$ cat config.mk
export PLATFORM = sky130hd
export DESIGN_NAME = stream_maxmin_reduce
export DESIGN_NICKNAME = d
export VERILOG_FILES = /design/src/rtl/stream_maxmin_reduce.sv
export SDC_FILE = /design/constraint.sdc
export NUM_CORES = 1
export LEC_CHECK = 0
export BUFFER_PORTS_ARGS = -buffer_cell sky130_fd_sc_hd__buf_2
export CORE_ASPECT_RATIO = 1.1
export CORE_MARGIN = 2
export CORE_UTILIZATION = 58
export DETAILED_ROUTE_END_ITERATION = 12
export PLACE_DENSITY = 0.89
export SKIP_CTS_REPAIR_TIMING = 1
export SYNTH_ARGS = -nofsm -noshare
export SYNTH_HDL_FRONTEND = slang
export SYNTH_SLANG_ARGS = --single-unit
$ cat constraint.sdc
create_clock -name clk -period 6.36 [get_ports clk]
set_clock_uncertainty 0.1 [all_clocks]
set_input_delay 1.59 -clock clk [delete_from_list [all_inputs] [get_ports clk]]
set_output_delay 1.59 -clock clk [all_outputs]
set_load 0.1 [all_outputs]
$ cat src/rtl/stream_maxmin_reduce.sv
// stream_maxmin_reduce
//
// Reduces a valid/ready stream of WIDTH-bit elements, framed by a last flag, to
// one extreme value (max or min, signed or unsigned). It also reports where that
// value sat in the frame and how many beats the frame had.
//
// Optional build macro:
//   STREAM_MAXMIN_REG_IN_EN - inserts an input register slice with a skid buffer.
//                             in_ready then depends only on skid occupancy, and
//                             result latency grows from 1 to 2 cycles. Results
//                             and ordering are unchanged.
//
// Ports:
//   clk, rst      rising-edge clock, asynchronous active-high reset
//   mode_min      0 = max, 1 = min (taken from the first beat of a frame)
//   mode_signed   0 = unsigned, 1 = two's-complement (taken from the first beat)
//   in_valid/in_ready/in_data/in_last   input element stream
//   out_valid/out_ready                 result handshake
//   out_data      selected extreme element
//   out_idx       zero-based frame position of out_data
//   out_count     beats in frame, modulo 2^IDX_W
//   out_ovf       frame exceeded 2^IDX_W-1 beats
//   busy          frame in progress
module stream_maxmin_reduce #(
    parameter int unsigned WIDTH = 32,
    parameter int unsigned IDX_W = 16
) (
    input  logic             clk,
    input  logic             rst,
    input  logic             mode_min,
    input  logic             mode_signed,
    input  logic             in_valid,
    output logic             in_ready,
    input  logic [WIDTH-1:0] in_data,
    input  logic             in_last,
    output logic             out_valid,
    input  logic             out_ready,
    output logic [WIDTH-1:0] out_data,
    output logic [IDX_W-1:0] out_idx,
    output logic [IDX_W-1:0] out_count,
    output logic             out_ovf,
    output logic             busy
);

    typedef enum logic [1:0] {StIdle, StAcc, StHold} state_e;

    localparam logic [WIDTH-1:0] MsbMask = {1'b1, {(WIDTH-1){1'b0}}};
    localparam logic [IDX_W-1:0] CntMax  = '1;

    // Beat presented to the reduction core
    logic             c_valid;
    logic             c_ready;
    logic [WIDTH-1:0] c_data;
    logic             c_last;
    logic             c_min;
    logic             c_signed;

    state_e           state_q, state_d;
    logic [WIDTH-1:0] acc_q;
    logic [IDX_W-1:0] acc_idx_q;
    logic [IDX_W-1:0] cnt_q;
    logic             ovf_q;
    logic             min_q;
    logic             signed_q;

    logic             out_valid_q;
    logic             busy_q;
    logic [WIDTH-1:0] out_data_q;
    logic [IDX_W-1:0] out_idx_q;
    logic [IDX_W-1:0] out_count_q;
    logic             out_ovf_q;

    logic             take;
    logic             first;

    // The result register may be refilled in the cycle it is consumed
    assign c_ready = (state_q != StHold) | out_ready;
    assign take    = c_valid & c_ready;
    assign first   = (state_q != StAcc);

`ifdef STREAM_MAXMIN_REG_IN_EN
    // Pipe register plus one skid entry; in_ready comes straight from a flop
    localparam int unsigned PW = WIDTH + 3;

    logic          pv_q, sv_q;
    logic [PW-1:0] p_q, s_q;
    logic [PW-1:0] in_pl;
    logic          in_take;

    assign in_pl    = {mode_signed, mode_min, in_last, in_data};
    assign in_ready = ~sv_q;
    assign in_take  = in_valid & ~sv_q;

    assign c_valid  = pv_q;
    assign c_data   = p_q[WIDTH-1:0];
    assign c_last   = p_q[WIDTH];
    assign c_min    = p_q[WIDTH+1];
    assign c_signed = p_q[WIDTH+2];

    always_ff @(posedge clk or posedge rst) begin
        if (rst) begin
            pv_q <= 1'b0;
            sv_q <= 1'b0;
            p_q  <= '0;
            s_q  <= '0;
        end else if (!pv_q || take) begin
            // Pipe slot frees up: drain skid first to keep beat order
            if (sv_q) begin
                p_q  <= s_q;
                pv_q <= 1'b1;
                sv_q <= 1'b0;
            end else if (in_take) begin
                p_q  <= in_pl;
                pv_q <= 1'b1;
            end else begin
                pv_q <= 1'b0;
            end
        end else if (in_take) begin
            s_q  <= in_pl;
            sv_q <= 1'b1;
        end
    end
`else
    assign c_valid  = in_valid;
    assign c_data   = in_data;
    assign c_last   = in_last;
    assign c_min    = mode_min;
    assign c_signed = mode_signed;
    assign in_ready = c_ready;
`endif

    // Merge the current beat with the accumulator
    logic             eff_min;
    logic             eff_signed;
    logic [WIDTH-1:0] cand_key;
    logic [WIDTH-1:0] acc_key;
    logic [WIDTH:0]   diff;
    logic             better;
    logic [WIDTH-1:0] m_data;
    logic [IDX_W-1:0] m_idx;
    logic [IDX_W-1:0] m_cnt;
    logic             m_ovf;

    always_comb begin
        eff_min    = first ? c_min : min_q;
        eff_signed = first ? c_signed : signed_q;
        // Flipping the MSB maps two's-complement order onto unsigned order
        cand_key   = c_data ^ (eff_signed ? MsbMask : '0);
        acc_key    = acc_q ^ (eff_signed ? MsbMask : '0);
        // Borrow out of (a - b) means a < b; strict, so ties keep the earlier index
        if (eff_min) begin
            diff = {1'b0, cand_key} - {1'b0, acc_key};
        end else begin
            diff = {1'b0, acc_key} - {1'b0, cand_key};
        end
        better = diff[WIDTH];

        if (first) begin
            m_data = c_data;
            m_idx  = '0;
            m_cnt  = IDX_W'(1);
            m_ovf  = 1'b0;
        end else begin
            m_data = better ? c_data : acc_q;
            m_idx  = better ? cnt_q : acc_idx_q;
            m_cnt  = cnt_q + IDX_W'(1);
            m_ovf  = ovf_q | (cnt_q == CntMax);
        end
    end

    always_comb begin
        state_d = state_q;
        case (state_q)
            StIdle: begin
                if (take) state_d = c_last ? StHold : StAcc;
            end
            StAcc: begin
                if (take && c_last) state_d = StHold;
            end
            StHold: begin
                if (take) begin
                    state_d = c_last ? StHold : StAcc;
                end else if (out_ready) begin
                    state_d = StIdle;
                end
            end
            default: state_d = StIdle;
        endcase
    end

    always_ff @(posedge clk or posedge rst) begin
        if (rst) begin
            state_q     <= StIdle;
            out_valid_q <= 1'b0;
            busy_q      <= 1'b0;
            acc_q       <= '0;
            acc_idx_q   <= '0;
            cnt_q       <= '0;
            ovf_q       <= 1'b0;
            min_q       <= 1'b0;
            signed_q    <= 1'b0;
            out_data_q  <= '0;
            out_idx_q   <= '0;
            out_count_q <= '0;
            out_ovf_q   <= 1'b0;
        end else begin
            state_q     <= state_d;
            out_valid_q <= (state_d == StHold);
            busy_q      <= (state_d == StAcc);
            if (take) begin
                if (first) begin
                    min_q    <= c_min;
                    signed_q <= c_signed;
                end
                if (c_last) begin
                    out_data_q  <= m_data;
                    out_idx_q   <= m_idx;
                    out_count_q <= m_cnt;
                    out_ovf_q   <= m_ovf;
                end else begin
                    acc_q     <= m_data;
                    acc_idx_q <= m_idx;
                    cnt_q     <= m_cnt;
                    ovf_q     <= m_ovf;
                end
            end
        end
    end

    assign out_valid = out_valid_q;
    assign busy      = busy_q;
    assign out_data  = out_data_q;
    assign out_idx   = out_idx_q;
    assign out_count = out_count_q;
    assign out_ovf   = out_ovf_q;

endmodule

# Word level (Yosys, flattened, before mapping)
# Cells that the tools add are included.
[word_totals]
register_bits = 136
latchBits = 0
ramBits = 0
romBits = 0
in_bits = 39
mem_count = 0
[classes]
n_addsub = 3
n_mul = 0
div_mod_pow = 0
magnitude_cmp = 0
n_eq_ne = 7
shift = 0
mux = 16
bitwise_logic = 6
n_reduce_logical = 4
[op_table]
columns = ["cell", "count"]
rows = [
  ["two-way mux 32 bit", 3],
  ["subtractor 32 x 32 -> 33 bit", 2],
  ["XOR 32 bit", 2],
  ["two-way mux 16 bit", 3],
  ["two-way mux 33 bit", 1],
  ["adder 16 x 1 -> 16 bit, second input constant", 1],
  ["== test 16 bit, second input constant", 1],
  ["two-way mux 2 bit", 5],
  ["one-hot mux 2 bit (3 select lines)", 1],
  ["== test 2 x 1 -> 1 bit, second input constant", 2],
  ["== test 2 bit, second input constant", 2],
  ["AND reduction 2 bit", 2],
  ["two-way mux 1 bit", 3],
  ["zero test 2 bit", 1],
  ["inequality test 2 x 1 -> 1 bit, second input constant", 1],
  ["inequality test 2 bit, second input constant", 1],
  ["OR 1 bit", 2],
  ["AND 1 bit", 1],
  ["logical AND 1 bit", 1],
  ["inverter 1 bit", 1],
]

# Depth between registers and ports, before layout
[depth]
ltp_word = 8
depth_mapped = 11
ltp_nobuf = 9

# Least setup slack after synthesis
# OpenSTA, ideal clock, no wires.
[synth_timing]
path_kind = "input port to output port"
start = "in out_ready"
end = "out in_ready"
t_arrival_ns = 2.346
required_time_ns = 4.670
setup_slack_ns = 2.324
stages = 2
path_cell_list = "nor2b_1 nand2b_1"
[synth_via]
elab_chain_len = 1
[synth_lines]
columns = ["element", "line_no", "rtl"]
rows = [
  ["from (decl)", "37", "input logic out_ready,"],
  ["OR 1 bit", "77", "assign c_ready = (state_q != StHold) | out_ready;"],
  ["to (decl)", "33", "output logic in_ready,"],
]
# No other way between the ends.

# Worst setup path after layout
[layout_timing]
start = "in in_data[27]"
end = "reg acc_q[1]"
[layout_via]
elab_chain_len = 5
elab_cells_between_ends = 6
cone_classes = "add/sub (2); mux (3); bitwise (1)"
[layout_lines]
columns = ["element", "line_no", "rtl"]
rows = [
  ["from (decl)", "34", "input logic [WIDTH-1:0] in_data,"],
  ["XOR 32 bit (*)", "148", "cand_key = c_data ^ (eff_signed ? MsbMask : '0);"],
  ["subtractor 32 x 32 -> 33 bit (on tied branches)", "154, 152", ""],
  ["two-way mux 33 bit (*)", "151", "if (eff_min) begin"],
  ["two-way mux 32 bit (*)", "164", "m_data = better ? c_data : acc_q;"],
  ["two-way mux 32 bit (*)", "158", "if (first) begin"],
  ["to (signal assigned)", "221", "acc_q <= m_data;"],
  ["to (decl)", "59", "logic [WIDTH-1:0] acc_q;"],
]
# Mark *: on every way between the ends. The rest lies on a longest branch, timed or not.
# A chain may end at the register's enable or synchronous reset.

==> results.sh <==
export IMPL_fmax_mhz=205
export IMPL_dp_cells=943
export IMPL_routed_wl_um=18000
export IMPL_dieArea_sq_um=13700
export IMPL_crit_type="input port to register"
export IMPL_nets=905
export IMPL_layout_common_cells="dfrtp_1 (136), buf_2 (106), nand2_1 (74)"
export IMPL_period_needed_ps=4870
export IMPL_slew_viol_final=0
export IMPL_grt_max_degree=105
export IMPL_slew_headroom_pct=27.3
export IMPL_min_period_over_period_pct=76.6
export IMPL_placed_cell_area_sq_um=7960
export IMPL_antenna_left=0
export IMPL_grt_setup_unrepaired="no"
export IMPL_clock_sinks=136
export IMPL_crit_path_end_kind="register"
export IMPL_power_density_nw_per_um2=357
export IMPL_grt_usage_pct=27.2
export IMPL_syn_area_sq_um=7420
export IMPL_p_switching_w=0.00117
export IMPL_die_x_um=112
export IMPL_layout_drive_gt1_share_pct=18.5
export IMPL_critical_path_arrival_ps=5110
export IMPL_reg2reg_to="acc_q[1]$_DFFE_PP0P_"
export IMPL_cts_max_level=4
export IMPL_via_per_inst=6.02
export IMPL_ys_seq_area_share_pct=45.9
export IMPL_ys_types=48
export IMPL_power_frac_comb_pct=30.9
export IMPL_final_util_pct=68.6
export IMPL_io_pins=107
export IMPL_path_cells="buf_2 -> inv_1 -> ha_1 -> and4_1 -> nand4_1 -> or4_1 -> a21oi_1 -> o32a_4 -> a21o_2 -> buf_12 -> mux2i_1"
export IMPL_async_flop_share_pct=100
export IMPL_hold_viol=0
export IMPL_cts_made_buffers=17
export IMPL_area_growth_syn_to_layout_pct=15.9
export IMPL_avgSynthCellArea_sq_um=10.3
export IMPL_pwr_share_clk_pct=34.5
export IMPL_ys_seq_elements=136
export IMPL_final_common_cell="dfrtp_1"
export IMPL_overflow=0
export IMPL_final_cell_area_sq_um=8600
export IMPL_port_buffers=106
export IMPL_rrSetupSlack_ps=2400
export IMPL_timing_rr_start="acc_q[27]$_DFFE_PP0P_"
export IMPL_internal_power_w=0.00190
export IMPL_firstDrtPassIters=5
export IMPL_clkLatencyLatePin_ps=430
export IMPL_power_share_switching_pct=38.1
export IMPL_crit_required_ps=6600
export IMPL_synth_cells=721
export IMPL_min_path_type="register to register"
export IMPL_clock_path_buffers=2
export IMPL_core_area_sq_um=12500
export IMPL_fin_setup_tns_ps=0
export IMPL_finalNonFillerCells=974
export IMPL_die_h_um=123
export IMPL_num_vias=5867
export IMPL_hold_end="out_count[4]$_DFFE_PP0P_"
export IMPL_drcViolationCount=0
export IMPL_holdPathStages=2
export IMPL_critPathSlowestCell="a21o_2"
export IMPL_start_util_pct=59.2
export IMPL_syn_nets=821
export IMPL_vdd_drop_max_uv=359
export IMPL_post_dp_hpwl_um=11900
export IMPL_yosys_warnings=0
export IMPL_grt_pass1_wl_um=29400
export IMPL_gp_congestion=0.864
export IMPL_wl_per_cell_um=18.4
export IMPL_synth_ff_type="dfrtp_1"
export IMPL_antenna_found_initial=0
export IMPL_row_count=43
export IMPL_synth_edf_count=0
export IMPL_crit_path_max_fanout=51
export IMPL_root_buffer="clkbuf_16"
export IMPL_cts_tree="yes"
export IMPL_maxCapViolCount=0
export IMPL_clk_pin_slew_ps=60
export IMPL_n_antenna_cell=0
export IMPL_tightest_slew_ps=1090
export IMPL_critPathMaxStageDelay_ps=770
export IMPL_startpoint_type="input port"
export IMPL_reg2regPathDepth=9
export IMPL_drt_iter0_markers=426
export IMPL_seq_power_share_pct=34.6
export IMPL_p_leak_nw=4.41
export IMPL_min_from="out_count[4]$_DFFE_PP0P_"
export IMPL_grt_pass1_vias=5936
export IMPL_setup_viol=0
export IMPL_status="finished clean"
-- state kept, by name, summed over array words and instances (netlist names) --
signal	count
acc_idx_q	16
acc_q	32
busy	1
cnt_q	16
min_q	1
out_count	16
out_data	32
out_idx	16
out_ovf	1
out_valid	1
ovf_q	1
signed_q	1
state_q	2
-- final cells by class --
cell class	instances	area (sq um)
Clock buffer	21	470
Clock inverter	10	169
Fill cell	878	3930
Inverter	65	249
Multi-Input combinational cell	474	3530
Sequential cell	136	3400
Tap cell	157	196
Timing Repair Buffer	111	581
-- layer usage --
| metal | global-route usage (%) | share of wire [%] | routed length (um) |
|---|---|---|---|
| met1 | 34.1 | 42 | 7600 |
| met2 | 44.9 | 49 | 8830 |
| met3 | 7.21 | 6.0 | 1080 |
| met4 | 11.7 | 2.5 | 452 |
| met5 | 0 | 0 | 0 |
-- Yosys cell counts, drive strengths merged (5+ instances only) --
cell    instances  share of area, %
a22o           16               1.9
a21oi          30               2.0
nand4           7              0.59
nor2           18              0.91
a221o          34               4.6
xnor2          10               1.2
and3            7              0.59
nand2          75               3.8
xor2            5              0.59
a21o            7              0.72
nand2b          7              0.59
inv            65               3.3
o21ai          51               3.4
dfrtp         136                46
ha             61                10
a211oi         33               3.3
buf            21               2.2
mux2i          47               6.3
o31ai          14               1.4
nand3          14              0.94
nor2b           7              0.59
clkbuf         25               1.3
-- kinds of logic (layout without fill, tap and decap cells) --
logic type / after synthesis / in the layout / synth area share, %
AO/OA/AOI/OAI: 200 / 200 / 19.3
XOR/XNOR: 15 / 15 / 1.77
adder cells (fa/ha/maj): 61 / 61 / 10.3
buffers and inverters: 111 / 207 / 6.78
flip-flops: 136 / 136 / 45.9
multiplexers: 51 / 51 / 7.00
AND/OR/NAND/NOR: 147 / 147 / 9.05
-- power groups by stage --
stage	clock (W)	combinational [W]	sequential [W]
6_report	0.00106	0.000948	0.00106
5_1_grt	0.00111	0.00102	0.00107
4_1_cts	0.00107	0.000947	0.00106
3_5_place_dp	0	0.000939	0.00107
3_3_place_gp	0	0.000919	0.00107
2_1_floorplan	0	0.000420	0.00142
-- critical path, delay by kind of cell --
family          cells  cell delay (ps)
buf+inv             3              420
compound gates      3             1610
mux                 1              220
simple gates        3              880
fa+ha+maj           1              340
-- stage by stage --
| stage | total power, W | setup slack (ps) | hold slack (ps) |
|---|---|---|---|
| finish | 0.00307 | 1490 | 377 |
| global route | 0.00320 | 1330 | 404 |
| CTS | 0.00308 | 1530 | 381 |
| detailed placement | 0.00201 | 1070 | 365 |
| global placement | 0.00199 | 1200 | 356 |
| floorplan | 0.00184 | 1030 | 350 |
-- how the worst max path moves through the flow --
stage                     start  cells after the start  slack, ps                  endpoint
global route        in_data[27]                     11       1330      acc_q[1]$_DFFE_PP0P_
floorplan                   rst                      1       1030  acc_idx_q[0]$_DFFE_PP0P_
CTS                 in_data[27]                     11       1530     acc_q[14]$_DFFE_PP0P_
finish              in_data[27]                     11       1490      acc_q[1]$_DFFE_PP0P_
detailed placement  in_data[27]                     11       1070      acc_q[1]$_DFFE_PP0P_
global placement    in_data[27]                     11       1200     acc_q[18]$_DFFE_PP0P_
(Power assumes the default switching activity.)
